File: config.mk
export PLATFORM = sky130hd
export DESIGN_NAME = instr_fetch_queue
export DESIGN_NICKNAME = d
export VERILOG_FILES = /design/src/rtl/instr_fetch_queue.sv
export SDC_FILE = /design/constraint.sdc
export NUM_CORES = 1
export LEC_CHECK = 0
export ABC_AREA = 1
export CORE_ASPECT_RATIO = 1.4
export CORE_UTILIZATION = 45
export DETAILED_ROUTE_END_ITERATION = 10
export PLACE_DENSITY = 0.67
export SYNTH_ARGS = -nofsm -noshare
export SYNTH_HDL_FRONTEND = slang
export SYNTH_SLANG_ARGS = --single-unit
export TNS_END_PERCENT = 5
File: constraint.sdc
create_clock -name clk -period 6.1 [get_ports clk]
set_input_delay 1.83 -clock clk [delete_from_list [all_inputs] [get_ports clk]]
set_output_delay 1.83 -clock clk [all_outputs]
set_load 0.01 [all_outputs]
File: src/rtl/instr_fetch_queue.sv
// instr_fetch_queue: sequential-PC fetch unit issuing word reads and queueing {pc, instr} for decode.
// Latency: request fire -> memory response after L cycles -> ins_valid L+1 cycles after fire (no bypass).
// Backpressure: a request issues only while held + outstanding < DEPTH, so a stalled decode throttles fetch.
// Optional build macro INSTR_FETCH_ALIGN_CHECK_EN: misaligned redirect raises a sticky fetch_fault.
module instr_fetch_queue #(
   parameter int unsigned DEPTH    = 4,
   parameter logic [31:0] RESET_PC = 32'h0
) (
   input  logic                       clk,
   input  logic                       reset,
   output logic                       imem_req_valid,
   input  logic                       imem_req_ready,
   output logic [31:0]                imem_req_addr,
   input  logic                       imem_rsp_valid,
   input  logic [31:0]                imem_rsp_data,
   input  logic                       redirect_valid,
   input  logic [31:0]                redirect_pc,
   output logic                       ins_valid,
   input  logic                       ins_ready,
   output logic [31:0]                ins_data,
   output logic [31:0]                ins_pc,
   output logic [$clog2(DEPTH+1)-1:0] ins_count,
   output logic                       fetch_fault
);
   localparam int CW = $clog2(DEPTH+1);
   localparam int PW = $clog2(DEPTH);
   localparam logic [CW:0] DEPTH_W = DEPTH[CW:0];

   logic [31:0]   fetch_pc;
   logic [31:0]   rsp_pc;
   logic [CW-1:0] count;
   logic [CW-1:0] outstanding;
   logic [CW-1:0] drop;
   logic [PW-1:0] wr_ptr;
   logic [PW-1:0] rd_ptr;
   logic          started;
   logic          fault_q;
   logic [31:0]   q_data [DEPTH];
   logic [31:0]   q_pc   [DEPTH];

   logic [CW:0]   reserved;
   logic          req_fire;
   logic          push;
   logic          pop;
   logic [31:0]   redir_target;

   // Every slot is reserved at issue time, so held entries plus in-flight requests bound the queue.
   assign reserved       = {1'b0, count} + {1'b0, outstanding};
   assign redir_target   = {redirect_pc[31:2], 2'b00};

   // started keeps the request port quiet for one cycle after reset is released.
   assign imem_req_valid = started && !reset && (reserved < DEPTH_W) && !redirect_valid && !fault_q;
   assign imem_req_addr  = fetch_pc;
   assign req_fire       = imem_req_valid && imem_req_ready;

   // Responses owed to a flushed stream are discarded while drop is non-zero.
   assign push           = imem_rsp_valid && (drop == '0) && !redirect_valid;

   assign ins_valid      = !reset && (count != '0) && !redirect_valid;
   assign pop            = ins_valid && ins_ready;
   assign ins_data       = q_data[rd_ptr];
   assign ins_pc         = q_pc[rd_ptr];
   assign ins_count      = reset ? '0 : count;

`ifdef INSTR_FETCH_ALIGN_CHECK_EN
   logic redir_bad;
   assign redir_bad = |redirect_pc[1:0];

   // Sticky fault: set by a misaligned redirect, cleared by the next aligned redirect or reset.
   always_ff @(posedge clk) begin
      if (reset)
         fault_q <= 1'b0;
      else if (redirect_valid)
         fault_q <= redir_bad;
   end
`else
   logic unused_pc_lsb;
   assign unused_pc_lsb = ^redirect_pc[1:0];
   assign fault_q       = 1'b0;
`endif
   assign fetch_fault = fault_q;

   // PCs, occupancy, in-flight/drop counters and queue pointers; redirect overrides everything else.
   always_ff @(posedge clk) begin
      if (reset) begin
         fetch_pc    <= RESET_PC;
         rsp_pc      <= RESET_PC;
         count       <= '0;
         outstanding <= '0;
         drop        <= '0;
         wr_ptr      <= '0;
         rd_ptr      <= '0;
         started     <= 1'b0;
      end else begin
         started     <= 1'b1;
         outstanding <= outstanding + CW'(req_fire) - CW'(imem_rsp_valid);
         if (redirect_valid) begin
            fetch_pc <= redir_target;
            rsp_pc   <= redir_target;
            count    <= '0;
            wr_ptr   <= '0;
            rd_ptr   <= '0;
            // Everything still in flight after this cycle's retirement belongs to the old stream.
            drop     <= outstanding - CW'(imem_rsp_valid);
         end else begin
            if (req_fire)
               fetch_pc <= fetch_pc + 32'd4;
            if (push) begin
               rsp_pc <= rsp_pc + 32'd4;
               wr_ptr <= wr_ptr + PW'(1);
            end
            if (pop)
               rd_ptr <= rd_ptr + PW'(1);
            if (imem_rsp_valid && (drop != '0))
               drop <= drop - CW'(1);
            count <= count + CW'(push) - CW'(pop);
         end
      end
   end

   // Queue storage: returned word written at the tail tagged with its PC.
   always_ff @(posedge clk) begin
      if (push) begin
         q_data[wr_ptr] <= imem_rsp_data;
         q_pc[wr_ptr]   <= rsp_pc;
      end
   end

   // A response with nothing outstanding means the memory side broke the protocol.
   assert property (@(posedge clk) disable iff (reset) imem_rsp_valid |-> (outstanding != '0));

endmodule

**Yosys cells after proc, flatten, opt, wreduce, memory -nomap -nowiden**

Memory sizes are Yosys's and may differ from the RTL's. A register that Yosys moved wholly into a read port is not among the register bits.
Cells that the tools add are included.

- Magnitude comparators: 1
- $add $sub $neg: 11
- Reductions and logical operators: 19
- Muxes and demuxes: 14

Operator list:

| kind | number |
|---|---|
| $mux W32 | 4 |
| $add A32 B3 Y32 const B | 2 |
| $logic_and A1 B1 Y1 | 10 |
| $mux W3 | 3 |
| $sub A3 B1 Y3 | 3 |
| $mux W2 | 4 |
| $add A3 B1 Y3 | 2 |
| $reduce_bool A2 Y1 | 3 |
| $reduce_bool A3 Y1 | 2 |
| $add A2 B1 Y2 const B | 2 |
| $add A3 B3 Y4 | 1 |
| $lt A4 B3 Y1 const B | 1 |
| $logic_not A3 Y1 | 1 |
| $mux W1 | 3 |
| $sub A3 B1 Y3 const B | 1 |
| $logic_not A1 Y1 | 2 |
| $reduce_or A2 Y1 | 1 |

- Input port bits: 70
- Bits in registers: 78
- Memory bits (writable): 256
- Word-level logic and storage cells: 57
- Memories kept: 2

Memories:

| memory | depth | width | read ports | clocked after Yosys merged registers in | write ports | line | text |
|---|---|---|---|---|---|---|---|
| q_data | 4 | 32 | 1 | 1 | 1 | 38 | `logic [31:0] q_data [DEPTH];` |
| q_pc | 4 | 32 | 1 | 1 | 1 | 39 | `logic [31:0] q_pc [DEPTH];` |

**Logic depth before layout (Yosys ltp)**

- Depth after elaboration: 7
- Gate-level depth with buffers: 12
- Depth with buffers taken out: 12

**Least setup slack after synthesis**

No wires, ideal clock.

- Path type: input-to-reg
- Start point: in imem_rsp_valid
- End point: mem q_data[0][0] (enable)
- Stages: 4
- Arrival: 4.897 ns
- Data required time: 5.618 ns
- Buffers on the path: 0
- Path slack: 0.721 ns
- Cells stage by stage: nand3_2 -> nor2_4 -> inv_2 -> nor2_1

- Cells in the longest elaborated chain, start to end: 4

Ends and longest elaborated chain:

| element | line | text |
|---|---|---|
| start, declared | 14 | `input logic imem_rsp_valid,` |
| $logic_and A1 B1 Y1 (2 in series) | 57 | `assign push = imem_rsp_valid && (drop == '0) && !redirect_valid;` |
| $mux W1 | 123 | `if (push) begin` |
| $mux W1 (not written as such) | 124 | `q_data[wr_ptr] <= imem_rsp_data;` |
| end, declared | 38 |  |

Every way passes these cells.

**Worst setup path after layout**

- Start point: in reset
- End point: out ins_valid

- Cells in the longest elaborated chain, start to end: 3

Ends and longest elaborated chain:

| element | line | text |
|---|---|---|
| start, declared | 10 | `input logic reset,` |
| $logic_not A1 Y1 | 59 | `assign ins_valid = !reset && (count != '0) && !redirect_valid;` |
| $logic_and A1 B1 Y1 (2 in series) | 59 |  |
| end, declared | 18 | `output logic ins_valid,` |

Every way passes these cells.

==> results.md <==
- Gr ovfl total: 0
- CP arrival: 3.59 ns
- WL final: 34.49 mm
- Share of cells above drive strength 1: 5.419%
- Cells along the critical path: clkdlybuf4s50_1 > nor2_8 > inv_1 > nor2_1 > clkdlybuf4s50_1
- Synth cell count leaders: 263 x nand2_1, 248 x edfxtp_1, 243 x nor2_1, 158 x o21ai_0, 96 x inv_1
- Sequential fraction of the synthesis area: 62.85%
- Fmax: 0.1844 GHz
- 1st-pass router iterations: 8
- TritonCTS Sinks: 324
- Gr usage total: 21.16%
- CP Launch Type: primary input
- Cell mode on critical path: clkdlybuf4s50_1
- Avg Cell Area, Syn: 9.794 um2
- Vias/cell: 5.393
- Port Buf Inserts: 164
- # hold bufs at CTS: 0
- Final antenna-violating net count: 0
- Synth cell types: 41
- Filler Cell Count: 2697
- # H-tree levels: 1
- Utilization after layout: 55.75%
- Initial DRC Count: 792
- Critical path endpoint category: output pin
- Gate Count Post-Synth: 1457
- Clk root buf: clkbuf_16
- First-pass GRT wire length: 53.83 mm
- Prevailing post-synth register cell: edfxtp_1
- Mux share of post-synthesis cell area: 0%
- Dpl hpwl: 21.19 mm
- Yosys top cell area share: 52.19%
- Largest area contributor in the netlist: edfxtp_1
- Clock slew at reported path FFs: 0.06 ns
- Largest family of logic cells by synthesized area: simple AND/OR/NAND/NOR gates
- Simple-gate share of the synthesized area: 17.97%
- Most common cell in the netlist: nand2_1
- Number of synthesized flops with an enable pin: 248
- Multi-input gate area: 4654 um2
- FF+latch count, synth: 324
- Setup slack after layout: 0.6776 ns
- FF/Latch Area: 8974 um2
- VDD IR-drop max: 0.1855 mV
- NumNets Final: 1688
- Overall power: 4.811 mW
- Worst path slowest cell: clkdlybuf4s50_1
- Pwr/cell area: 278.3 nW/um2
- WP data required: 4.27 ns
- Antenna violations before repair: 0
- Die width: 152.5 um
- Die Ht: 212.7 um
- Post-synthesis xor/xnor area fraction: 0.7365%
- Synth top area cells: edfxtp_1 52%, dfxtp_1 11%, nand2_1 6.9%
- Routability congestion estimate: 0.9686
- Final hold vios: 0
- Inserted Clock Buffers: 30
- Clk_lat worst skew: 0.56 ns
- Dpl cell area: 16280 um2
- Setup TNS: 0 ns
- Largest net degree at the start of global routing: 101
- Antenna diodes: 0
- Flop2flop setup slack: 3.24 ns
- Hold Path Class: reg -> reg
- DRC viols: 14
- Leak pwr: 6.069 nW
- Via Count: 10861
- Clock Path Buffers: 3
- WL per Instance: 17.13 um
- Post-route design area: 17280 um2
- Largest stage delay, worst path: 0.56 ns
- Asr flop ratio synth: 0%
- Synth Area in Adders: 1.683%
- Initial core utilization: 46.03%
- Die area: 32440 um2
- Synth warn: 0
- Slew margin rel.: 25.20%
- Status: complete, but fails checks
- Placement Setup Slack: 0.6816 ns
- Max-cap viol count: 0
- Final Setup Violations: 0
- Post-Syn Area: 14270 um2
- Crit Path Max Fanout: 18
- Vias in the first global route: 10409
- Crit Path Category: in -> out
- Row Count: 76
- Num ports: 172
- CTS tree: done
- Final Cycle Share: 88.89%
- Postcts setup bufs: 0
- RSZ-0062 raised after global routing: false
- Area Overhead vs Synth: 21.11%
- Minimum clock period: 5.422 ns
- Placeable Area: 31000 um2
- Area fraction in compound gates after synthesis: 11.89%
- PostCTS Resize Cnt: 0
- Fin. max-slew vios: 0
- Worst-Margin Slew: 1.122 ns
- Clock skew: 0.01346 ns
- Failing checks: design-rule violations
state kept, by name (all words and copies together), names as in the netlist, named ones only:
register       count
q_data           128
imem_req_addr     30
rd_ptr             2
wr_ptr             2
outstanding        3
drop               3
count              3
q_pc             120
started            1
rsp_pc            30
cells in the final DEF, fill, tap and decap left out, drive strengths merged, types with 41 or more instances in the layout:
master,netlist,routed
clkbuf,48,41
inv,101,100
o21ai,174,174
nor2,254,254
clkdlybuf4s50,0,163
dfxtp,76,76
nand3,68,68
a21oi,63,63
o22ai,64,64
nand2,265,265
edfxtp,248,248
worst paths after layout:
path                           from                     end  cells after the start
min          rd_ptr[0]$_SDFFE_PP0P_  rd_ptr[0]$_SDFFE_PP0P_                      2
max reg2reg    drop[0]$_SDFFE_PP0P_     count[2]$_SDFF_PP0_                     11
max                           reset               ins_valid                      5
min reg2reg  rd_ptr[0]$_SDFFE_PP0P_  rd_ptr[0]$_SDFFE_PP0P_                      2
area by class of cell:
class,instances,share of cell area [%]
multi-input cells,967,26.93
inverters,102,2.223
well taps,390,2.823
flip-flops and latches,324,51.92
clock buffers,41,4.778
clock inverters,15,1.014
repair buffers,175,10.31
through the flow:
step	hold WS, ns	std cells
2_1_floorplan	0.4415	1461
3_3_place_gp	0.4516	1958
3_5_place_dp	0.4601	1958
4_1_cts	0.4698	2014
5_1_grt	0.4884	2014
6_report	0.4681	2014
kinds of logic (layout without fill, tap and decap cells):
kind of cell	after synthesis	after routing
adders and majority gates	18	18
buffers and inverters	170	333
DFF	324	324
and+or+nand+nor	616	616
other	1	5
AOI/OAI and AO/OA	316	316
xor gates and xnor gates	12	12
metal layers:
metal	routed length, um	vias to the layer above	track usage [%]
met5	0	-	0
met4	1224	0	8.847
met3	1796	66	2.314
met2	17480	337	38.81
met1	13990	5153	25.34
li1	-	5305	-
where the power goes:
part           internal (mW)  switching (mW)
Sequential              2.45          0.0677
Combinational          0.179           0.217
Clock                   1.11           0.784
critical path, delay by kind of cell:
family / cells / cell delay, ns
buffers and inverters: 3 / 1.22
AND/OR/NAND/NOR: 2 / 0.54
No activity file was read; power rests on OpenSTA's default activity.
